**config.mk**
```make
export PLATFORM = sky130hd
export DESIGN_NAME = fetch_stage_flat
export DESIGN_NICKNAME = d
export VERILOG_FILES = /design/src/rtl/fetch_stage_if.sv /design/src/rtl/fetch_stage.sv /design/src/flat_wrapper.sv
export SDC_FILE = /design/constraint.sdc
export NUM_CORES = 1
export LEC_CHECK = 0
export BUFFER_PORTS_ARGS = -buffer_cell sky130_fd_sc_hd__buf_4
export CORE_ASPECT_RATIO = 0.5
export CORE_MARGIN = 10
export CORE_UTILIZATION = 60
export DETAILED_ROUTE_END_ITERATION = 6
export PLACE_DENSITY_LB_ADDON = 0.05
export SLEW_MARGIN = 20
export SYNTH_ARGS = -nofsm -noshare
export SYNTH_HDL_FRONTEND = slang
export SYNTH_SLANG_ARGS = --single-unit
```
**constraint.sdc**
```tcl
create_clock -name clk -period 3.4 [get_ports clk]
set_input_delay 0.17 -clock clk [delete_from_list [all_inputs] [get_ports clk]]
set_output_delay 0.17 -clock clk [all_outputs]
set_load 0.01 [all_outputs]
```
**src/rtl/fetch_stage_if.sv**
```systemverilog
// Instruction-memory request/response bus between the fetch stage and imem.
// The fetch stage is the master; the memory (or its model) is the slave.
interface fetch_stage_if;
   logic        imem_req;
   logic [31:0] imem_addr;
   logic        imem_ready;
   logic [31:0] imem_rdata;

   modport master (
      output imem_req,
      output imem_addr,
      input  imem_ready,
      input  imem_rdata
   );

   modport slave (
      input  imem_req,
      input  imem_addr,
      output imem_ready,
      output imem_rdata
   );
endinterface

```
**src/rtl/fetch_stage.sv**
```systemverilog
// Instruction fetch stage with a single-outstanding imem request, redirect handling,
// a one-entry fetch buffer for decode stalls, and the Fetch/Decode pipeline register.
module fetch_stage #(
   parameter logic [31:0] RESET_PC     = 32'h0000_0000,
   parameter logic [31:0] BUBBLE_INSTR = 32'h0000_0000
) (
   input  logic          clk,
   input  logic          reset_n,
   input  logic          StallF,
   input  logic          StallD,
   input  logic          FlushD,
   input  logic          BranchTakenE,
   input  logic [31:0]   ALUResultE,
   input  logic          PCSrcWB,
   input  logic [31:0]   ResultWB,
   fetch_stage_if.master imem,
   output logic [31:0]   InstrD,
   output logic [31:0]   PCPlus8D,
   output logic          ValidD,
   output logic          FetchBusyF
);

   typedef enum logic [1:0] {
      S_IDLE  = 2'd0,
      S_WAIT  = 2'd1,
      S_DRAIN = 2'd2
   } state_e;

   state_e      state_q, state_d;
   logic [31:0] pcf_q, pcf_d;
   logic [31:0] req_addr_q, req_addr_d;
   logic        fb_valid_q, fb_valid_d;
   logic [31:0] fb_instr_q, fb_instr_d;
   logic [31:0] fb_pc8_q, fb_pc8_d;
   logic        valid_d_q, valid_d_d;
   logic [31:0] instr_d_q, instr_d_d;
   logic [31:0] pc8_d_q, pc8_d_d;

   logic        redirect;
   logic [31:0] target;
   logic        can_issue;
   logic        req_raw;
   logic [31:0] addr_out;
   logic        accept;
   logic [31:0] resp_pc8;

   assign redirect  = BranchTakenE | PCSrcWB;
   assign target    = BranchTakenE ? ALUResultE : ResultWB;
   assign can_issue = ~StallF & ~redirect & ~fb_valid_q;
   assign resp_pc8  = pcf_q + 32'd8;

   // Redirects always win over the memory wait; an abandoned request is finished off in DRAIN.
   always_comb begin
      state_d    = state_q;
      pcf_d      = pcf_q;
      req_addr_d = req_addr_q;
      req_raw    = 1'b0;
      addr_out   = pcf_q;
      accept     = 1'b0;
      case (state_q)
         S_IDLE: begin
            req_raw = can_issue;
            if (redirect) begin
               pcf_d = target;
            end else if (can_issue) begin
               if (imem.imem_ready) begin
                  accept = 1'b1;
                  pcf_d  = pcf_q + 32'd4;
               end else begin
                  state_d = S_WAIT;
               end
            end
         end
         S_WAIT: begin
            req_raw = 1'b1;
            if (imem.imem_ready) begin
               state_d = S_IDLE;
               if (redirect) begin
                  pcf_d = target;
               end else begin
                  accept = 1'b1;
                  pcf_d  = pcf_q + 32'd4;
               end
            end else if (redirect) begin
               req_addr_d = pcf_q;
               pcf_d      = target;
               state_d    = S_DRAIN;
            end
         end
         S_DRAIN: begin
            req_raw  = 1'b1;
            addr_out = req_addr_q;
            if (redirect) begin
               pcf_d = target;
            end
            if (imem.imem_ready) begin
               state_d = S_IDLE;
            end
         end
         default: begin
            state_d = S_IDLE;
         end
      endcase
   end

   always_comb begin
      fb_valid_d = fb_valid_q;
      fb_instr_d = fb_instr_q;
      fb_pc8_d   = fb_pc8_q;
      valid_d_d  = valid_d_q;
      instr_d_d  = instr_d_q;
      pc8_d_d    = pc8_d_q;

      if (FlushD) begin
         valid_d_d = 1'b0;
         instr_d_d = BUBBLE_INSTR;
         pc8_d_d   = 32'd0;
         if (!StallD) begin
            fb_valid_d = 1'b0;
         end
      end else if (StallD) begin
         valid_d_d = valid_d_q;
      end else if (fb_valid_q) begin
         valid_d_d  = 1'b1;
         instr_d_d  = fb_instr_q;
         pc8_d_d    = fb_pc8_q;
         fb_valid_d = 1'b0;
      end else if (accept) begin
         valid_d_d = 1'b1;
         instr_d_d = imem.imem_rdata;
         pc8_d_d   = resp_pc8;
      end else begin
         valid_d_d = 1'b0;
         instr_d_d = BUBBLE_INSTR;
         pc8_d_d   = 32'd0;
      end

      if (redirect) begin
         fb_valid_d = 1'b0;
      end

      // Only reachable with FB empty, so a stalled response never overwrites a parked one.
      if (accept && StallD) begin
         fb_valid_d = 1'b1;
         fb_instr_d = imem.imem_rdata;
         fb_pc8_d   = resp_pc8;
      end
   end

   always_ff @(posedge clk or negedge reset_n) begin
      if (!reset_n) begin
         state_q    <= S_IDLE;
         pcf_q      <= RESET_PC;
         req_addr_q <= RESET_PC;
         fb_valid_q <= 1'b0;
         fb_instr_q <= BUBBLE_INSTR;
         fb_pc8_q   <= 32'd0;
         valid_d_q  <= 1'b0;
         instr_d_q  <= BUBBLE_INSTR;
         pc8_d_q    <= 32'd0;
      end else begin
         state_q    <= state_d;
         pcf_q      <= pcf_d;
         req_addr_q <= req_addr_d;
         fb_valid_q <= fb_valid_d;
         fb_instr_q <= fb_instr_d;
         fb_pc8_q   <= fb_pc8_d;
         valid_d_q  <= valid_d_d;
         instr_d_q  <= instr_d_d;
         pc8_d_q    <= pc8_d_d;
      end
   end

   // Request is forced low while reset is held so an in-flight wait is visibly abandoned.
   assign imem.imem_req  = reset_n & req_raw;
   assign imem.imem_addr = addr_out;
   assign InstrD         = instr_d_q;
   assign PCPlus8D       = pc8_d_q;
   assign ValidD         = valid_d_q;
   assign FetchBusyF     = (state_q != S_IDLE);

endmodule

```
**src/flat_wrapper.sv**
```systemverilog
// flat-port wrapper written by rule: the top's interface ports become plain ports
module fetch_stage_flat 
#(
   parameter logic [31:0] RESET_PC     = 32'h0000_0000,
   parameter logic [31:0] BUBBLE_INSTR = 32'h0000_0000
)
  (clk, reset_n, StallF, StallD, FlushD, BranchTakenE, ALUResultE, PCSrcWB, ResultWB, InstrD, PCPlus8D, ValidD, FetchBusyF, imem_imem_req, imem_imem_addr, imem_imem_ready, imem_imem_rdata);
  fetch_stage_if imem_i ();
  input  logic clk;
  input  logic reset_n;
  input  logic StallF;
  input  logic StallD;
  input  logic FlushD;
  input  logic BranchTakenE;
  input  logic [31:0] ALUResultE;
  input  logic PCSrcWB;
  input  logic [31:0] ResultWB;
  output logic [31:0] InstrD;
  output logic [31:0] PCPlus8D;
  output logic ValidD;
  output logic FetchBusyF;
  output wire logic [$bits(imem_i.imem_req)-1:0] imem_imem_req;
  output wire logic [$bits(imem_i.imem_addr)-1:0] imem_imem_addr;
  input wire logic [$bits(imem_i.imem_ready)-1:0] imem_imem_ready;
  input wire logic [$bits(imem_i.imem_rdata)-1:0] imem_imem_rdata;
  assign imem_imem_req = imem_i.imem_req;
  assign imem_imem_addr = imem_i.imem_addr;
  assign imem_i.imem_ready = imem_imem_ready;
  assign imem_i.imem_rdata = imem_imem_rdata;
  fetch_stage #(.RESET_PC(RESET_PC), .BUBBLE_INSTR(BUBBLE_INSTR)) u_core (.clk(clk), .reset_n(reset_n), .StallF(StallF), .StallD(StallD), .FlushD(FlushD), .BranchTakenE(BranchTakenE), .ALUResultE(ALUResultE), .PCSrcWB(PCSrcWB), .ResultWB(ResultWB), .imem(imem_i), .InstrD(InstrD), .PCPlus8D(PCPlus8D), .ValidD(ValidD), .FetchBusyF(FetchBusyF));
endmodule
```
==> summary.md, run 1 <==
| Metric | Value |
|---|---|
| Top_reg_cell synth | `dfrtp_1` |
| Async set or reset register ratio after synthesis | `1.00` |
| Pleak | `5.68 nW` |
| Crit. Startpoint | `u_core.state_q[0]$_DFFE_PN0P_` |
| Final hold violation count | `0` |
| # DRC | `0` |
| Fmax | `382 MHz` |
| Part of the power in the clock network | `0.214` |
| Final Max Tran Viols | `0` |
| IO Port Bufs | `202` |
| Total CTS buffers | `17` |
| Pin count of the biggest net entering global routing | `88` |
| RSZ-0062 raised after global routing | `no` |
| Clock Tree Root | `clkbuf_16` |
| Yosys Warn Count | `0` |
| Total global routing overflow | `0` |
| Drt first pass iters | `6` |
| GRT Util Overall | `0.268` |
| Number of nets in the layout | `1269` |
| Synth Area in Compound Gates | `0.179` |
| Tcrit/Tclk final | `0.771` |
| Clock latency on the worst-skew pair | `440 ps` |
| Worst hold-check path type | `primary input to flip-flop` |
| First-pass GRT wire length | `50000 um` |
| Core Rows | `33` |
| H-Tree Depth | `4` |
| Net Count, Synth | `1091` |
| Initial Util | `0.623` |
| Die ar. | `23300 um^2` |
| Post-CTS setup buffer count | `0` |
| Die Y | `113 um` |
| CTS tree | `done` |
| Multi-input gate area | `4910 um^2` |
| Post-Synth Simple-Gate Area | `0.147` |
| Post-Synth XOR/XNOR Area | `0.0220` |
| Yosys reg bits | `196` |
| Adder-cell share of the synthesized area | `0.00724` |
| Synth Cell Area | `10400 um^2` |
| Synth Instances | `981` |
| Finished Layout Cells | `1398` |
| Post-synthesis sequential area ratio | `0.473` |
| DP HPWL | `21300 um` |
| Final setup violation count | `0` |
| Power Dens Cells | `788 nW/um^2` |
| Largest family of logic cells by synthesized area | `compound AO/OA/AOI/OAI gates` |
| Setup crit end | `imem_imem_addr[4]` |
| Average size of a mapped cell | `10.6 um^2` |
| Mux contribution to synthesized area | `0.118` |
| Synth top area share | `0.473` |
| Io pins | `203` |
| DP Cell Count | `1334` |
| WS Path Type | `flip-flop to output pin` |
| Clock Path Buffers | `2` |
| Register area | `4910 um^2` |
| Syn-to-layout area delta | `23.3%` |
| Maximum vdd drop | `0.460 mV` |
| Clock Sink Count | `196` |
| Antenna violations before repair | `0` |
| Seq pwr share | `0.391` |
| Die Width | `206 um` |
| Worst reg2reg path depth | `6` |
| Post-synth top area cell | `dfrtp_1` |
| Max_cap viols | `0` |
| CP required | `3230 ps` |
| Vias in the first global route | `8867` |
| Via count | `9006` |
| CP Data Arrival Time | `2450 ps` |
| Filler cells | `1127` |
| Post-route clock skew | `9.51 ps` |
| Endpoint class of the critical path | `output pin` |
| Outcome | `completed` |
| Worst r2r dst | `u_core.pcf_q[7]$_DFFE_PN0P_` |
| Sw Share | `0.388` |
| Crit start category | `flip-flop` |
| Post-CTS Resized | `0` |
| Post-synth EDFFs | `0` |
| Core Area | `16600 um^2` |
| # diodes | `0` |
| Layout cells sized above 1 | `0.321` |
| Post-route ant nets | `0` |
| Drt initial violations | `1130` |
| Worst slew pin tran | `786 ps` |
| Worst-path clk slew | `80 ps` |
| Vias per std cell | `6.44` |
| Combinational power share | `0.395` |
| Max_slew headroom | `0.476` |
| Largest cells by area after synthesis | `dfrtp_1, mux2_2, a221oi_1` |
| Critical path fanouts, max | `24` |
| Internal power | `6.17 mW` |
| WL final | `31900 um` |
| Worst flop-to-flop path startpoint | `u_core.state_q[0]$_DFFE_PN0P_` |
| Mean routed wirelength per cell | `22.8 um` |
| Reg2Reg Setup Slack | `960 ps` |
| Yosys cell types | `79` |
| Tmin final | `2620 ps` |
| Setup tns final | `0 ps` |
| GPL Wtd Cong | `0.964` |
| Net load switching power | `3.91 mW` |
## cells in the final DEF (no fill, tap or decap), types with 15 or more instances in the layout
cell           netlist  routed
buf_4               10     217
dfrtp_1            196     195
mux2_2              92      92
o21ai_0             69      69
nor3_1              57      57
nor2b_1             54      54
nand2_1             53      52
a221oi_1            44      44
a21oi_1             37      37
dlygate4sd3_1        0      33
nor2_1              29      29
a22oi_1             19      19
nand4_1             17      17
clkbuf_16            0      17
xnor2_1             15      15
nand3_1             15      15
## synth_stat cells, types with 3 or more instances
| library cell | count |
|---|---|
| a211oi_1 | 12 |
| a21oi_1 | 37 |
| a221oi_1 | 44 |
| a22oi_1 | 19 |
| a31oi_1 | 10 |
| a41o_1 | 3 |
| and2_1 | 6 |
| and3_1 | 7 |
| and4_1 | 7 |
| buf_1 | 3 |
| buf_2 | 29 |
| buf_4 | 10 |
| buf_6 | 3 |
| clkbuf_1 | 42 |
| clkbuf_8 | 6 |
| dfrtp_1 | 196 |
| ha_1 | 6 |
| inv_1 | 12 |
| mux2_1 | 6 |
| mux2_2 | 92 |
| mux2i_1 | 12 |
| nand2_1 | 53 |
| nand2b_1 | 5 |
| nand3_1 | 15 |
| nand4_1 | 17 |
| nand4_2 | 3 |
| nor2_1 | 29 |
| nor2b_1 | 54 |
| nor3_1 | 57 |
| nor4_1 | 3 |
| o21a_1 | 3 |
| o21ai_0 | 69 |
| o21ai_1 | 6 |
| o221a_2 | 3 |
| o221ai_1 | 13 |
| o22a_1 | 4 |
| o22ai_1 | 4 |
| o31ai_1 | 4 |
| o41ai_2 | 4 |
| xnor2_1 | 15 |
| xor2_1 | 11 |
## layout make-up
type | count | area share
clock buffer | 17 | 0.0333
inverter | 13 | 0.00382
timing repair buffer | 253 | 0.158
clock inverter | 14 | 0.0153
multi-input combinational | 678 | 0.384
sequential | 196 | 0.384
tap | 227 | 0.0222
## how the worst min path moves through the flow
stage | from | endpoint | slack, ps | cells after the start
global placement | reset_n | u_core.InstrD[25]$_DFFE_PN0P_ | 210 | 1
CTS | ResultWB[5] | u_core.pcf_q[5]$_DFFE_PN0P_ | 30 | 3
detailed placement | reset_n | u_core.fb_instr_q[25]$_DFFE_PN0P_ | 210 | 1
finish | ResultWB[5] | u_core.pcf_q[5]$_DFFE_PN0P_ | 40 | 3
floorplan | reset_n | u_core.InstrD[0]$_DFFE_PN0P_ | -130 | 0
global route | ALUResultE[3] | u_core.pcf_q[3]$_DFFE_PN0P_ | 100 | 3
## through the flow
stage	power, mW	setup WS (ps)	area, um^2	util	hold slack, ps
after floorplan	6.34	1360	10400	-	-126
after global placement	7.67	1100	11800	0.711	208
after detailed placement	7.82	1070	11800	0.711	212
after CTS	10.0	782	12800	0.768	33.1
after global routing	10.6	676	12800	0.768	104
final	10.1	780	12800	0.768	42.7
## worst max-delay path, stage by stage (launching register included)
cell     delay, ps
dfrtp_1        400
inv_1          110
ha_2           530
buf_4          380
mux2_2         420
buf_4          160
## timing repair
item / in CTS / in global routing
hold buffers: 33 / 0
hold endpoints to repair: 98 / 0
endpoints found under the setup margin: 0 / 0
## power groups by stage
stage | clock network [mW] | logic [mW] | registers (mW)
after floorplan | 0 | 2.79 | 3.55
after global placement | 0 | 3.81 | 3.87
after detailed placement | 0 | 3.89 | 3.93
after CTS | 2.16 | 3.95 | 3.89
after global routing | 2.26 | 4.29 | 4.04
final | 2.16 | 3.98 | 3.94
## cells by family after synthesis
family | Yosys count
compound gates | 261
xor+xnor | 26
fa+ha+maj | 6
buf+inv | 107
flops | 196
mux | 110
simple gates | 275
## state kept, by name, indices dropped and copies added, names as in the netlist
register           count
u_core.ValidD          1
u_core.state_q         2
u_core.InstrD         32
u_core.fb_pc8_q       32
u_core.req_addr_q     32
u_core.fb_valid_q      1
u_core.pcf_q          32
u_core.fb_instr_q     32
u_core.PCPlus8D       32
## layer usage
metal,part of all wire,up-vias,global-route usage
li1,-,4010,-
met1,0.43,4449,0.368
met2,0.46,498,0.421
met3,0.095,49,0.0666
met4,0.014,0,0.0609
met5,0,-,0
Note: power is estimated with default switching activity, not from simulation.
==> run 2, diff against run 1 <==
- CORE_UTILIZATION: 60 -> 51
- clock period: 3.4 -> 2.25 ns (I/O delays scaled with it)
==> run 2 against run 1 <==
  * Clock power increased by 36%
  * Via count fell by 0.62%
  * Non-clock buffer count is 48 higher
  * Global-route usage is 3.0 points lower
  * Sequential share of layout area decreased by 1.3 points
  * Critical path type is now flip-flop to flip-flop
  * Critical endpoint is now u_core.req_addr_q[1]$_DFFE_PN0P_
  * Wire length grew 1.6%
  * Flip-flop and latch count unchanged
  * First-iteration DRC count decreased by 16%
  * Combinational power rose by 68%
  * Sequential power is 44% higher
==> summary.md, run 2 (same netlist as run 1, synthesis figures left out) <==
| Metric | Value |
|---|---|
| Vias per std cell | `6.03 (-6.4%)` |
| Worst reg2reg path depth | `6 (unchanged)` |
| Core Area | `19700 um^2 (+19%)` |
| IO Port Bufs | `202 (unchanged)` |
| DP Cell Count | `1417 (+6.2%)` |
| CTS tree | `done` |
| GRT Util Overall | `0.238 (-0.0301)` |
| WHS Path Cells | `3 (unchanged)` |
| Tcrit/Tclk final | `0.966` |
| Vias in the first global route | `8833 (-0.38%)` |
| Power Dens Cells | `1160 nW/um^2 (+47%)` |
| Outcome | `completed` |
| Die Width | `222 um (+7.6%)` |
| Post-route clock skew | `5.80 ps (-3.72 ps)` |
| Multi-input gate area | `4930 um^2 (+0.43%)` |
| Worst slew pin tran | `845 ps (+59.3 ps)` |
| Via count | `8950 (-0.62%)` |
| Final hold violation count | `0 (unchanged)` |
| Filler cells | `1597 (+42%)` |
| H-Tree Depth | `4 (unchanged)` |
| WS Path Type | `flip-flop to flip-flop` |
| DP HPWL | `22900 um (+7.2%)` |
| Pre-CTS setup slack | `11.0 ps (-1060 ps)` |
| Mean routed wirelength per cell | `21.8 um (-4.3%)` |
| Number of nets in the layout | `1317 (+3.8%)` |
| Total CTS buffers | `17 (unchanged)` |
| Finished Layout Cells | `1485 (+6.2%)` |
| Placed Area | `12300 um^2 (+3.9%)` |
| Clock Sink Count | `196 (unchanged)` |
| Max_cap viols | `0 (unchanged)` |
| Pin count of the biggest net entering global routing | `76 (-14%)` |
| Tmin final | `2170 ps` |
| Clock Path Buffers | `2 (unchanged)` |
| Io pins | `203 (unchanged)` |
| Syn-to-layout area delta | `27.6%` |
| Clock Tree Root | `clkbuf_16` |
| RSZ-0062 raised after global routing | `yes` |
| # diodes | `0 (unchanged)` |
| Fin util | `0.671 (-0.0974)` |
| Drt initial violations | `944 (-16%)` |
| Critical path fanouts, max | `16 (-33%)` |
| Clock latency on the worst-skew pair | `450 ps (about the same)` |
| Final setup violation count | `0 (unchanged)` |
| First-pass GRT wire length | `51000 um (+1.9%)` |
| Layout cells sized above 1 | `0.345 (+0.0243)` |
| Tot Pwr | `15.3 mW (+52%)` |
| Pleak | `5.95 nW (+4.7%)` |
| Endpoint class of the critical path | `flip-flop` |
| Setup tns final | `0 ps (unchanged)` |
| WL final | `32400 um (+1.6%)` |
| Final Max Tran Viols | `0 (unchanged)` |
| Crit start category | `flip-flop` |
| Worst hold-check path type | `primary input to flip-flop` |
| Most frequent cells in the layout | `buf_4, dfrtp_1, mux2_2` |
| Register area | `4910 um^2 (unchanged)` |
| Post-Layout Inst Area | `13200 um^2 (+3.5%)` |
| Die Y | `121 um (+7.0%)` |
| Setup WS post-layout | `75.8 ps (-704 ps)` |
| Drt first pass iters | `6 (unchanged)` |
| Maximum vdd drop | `0.723 mV (+57%)` |
| Total global routing overflow | `0 (unchanged)` |
| Reg2Reg Setup Slack | `80 ps (-880 ps)` |
| GPL Wtd Cong | `0.943 (-2.2%)` |
| Worst-path clk slew | `70 ps (about the same)` |
| # DRC | `0 (unchanged)` |
| Hold WS | `33.4 ps (-9.31 ps)` |
| Core Rows | `36 (+9.1%)` |
| Initial Util | `0.525 (-0.0976)` |
| Max_slew headroom | `0.437 (-0.0395)` |
| Die ar. | `26800 um^2 (+15%)` |
| CP Data Arrival Time | `2500 ps (+50 ps)` |
| Fmax | `460 MHz` |
| Antenna violations before repair | `0 (unchanged)` |
| CP required | `2580 ps (-650 ps)` |
| Post-route ant nets | `0 (unchanged)` |
| Commonest non-fill, non-tap cell in the layout | `buf_4` |
-- run 2: area by class of cell --
cell class / instances / area share
repair buffers: 301 / 0.186
multi-input cells: 678 / 0.373
inverters: 13 / 0.00369
flip-flops and latches: 196 / 0.371
clock inverters: 11 / 0.00775
clock buffers: 20 / 0.0338
well taps: 266 / 0.0252
-- run 2: final timing paths --
| check | to | start |
|---|---|---|
| worst min-delay path | u_core.pcf_q[2]$_DFFE_PN0P_ | ALUResultE[2] |
| worst min register to register | u_core.fb_pc8_q[21]$_DFFE_PN0P_ | u_core.fb_pc8_q[21]$_DFFE_PN0P_ |
| worst max register to register | u_core.req_addr_q[1]$_DFFE_PN0P_ | u_core.state_q[1]$_DFFE_PN0P_ |
| min in group asynchronous | u_core.InstrD[22]$_DFFE_PN0P_ | reset_n |
| worst max-delay path | u_core.req_addr_q[1]$_DFFE_PN0P_ | u_core.state_q[1]$_DFFE_PN0P_ |
| max in group asynchronous | u_core.fb_pc8_q[28]$_DFFE_PN0P_ | reset_n |
-- run 2: timing repair --
action	4_1_cts	5_1_grt
buffers inserted	0	2
resized for setup	2	6
endpoints found under the hold margin	117	0
setup endpoints to repair	27	39
hold buffers	35	0
-- run 2: routing by layer --
metal  track usage  vias up  share of wire  wire length [um]
met5             0        -              0                 0
met4        0.0613        0          0.015               471
met3        0.0536       32          0.067              2170
met2         0.369      319           0.46             14900
met1         0.332     4490           0.46             14900
li1              -     4109              -                 -
-- run 2: where the power goes --
group          internal, mW  switching, mW  leakage, nW  total (mW)
Combinational          3.20           3.50         3.18        6.69
Clock                  1.56           1.38        0.268        2.94
Sequential             4.72          0.940         2.50        5.66
-- run 2: critical path, cell delays in order (launching register included) --
cell	delay [ps]
dfrtp_1	420
inv_1	100
ha_1	290
nor2b_1	340
and2_1	340
buf_12	200
mux2_2	350
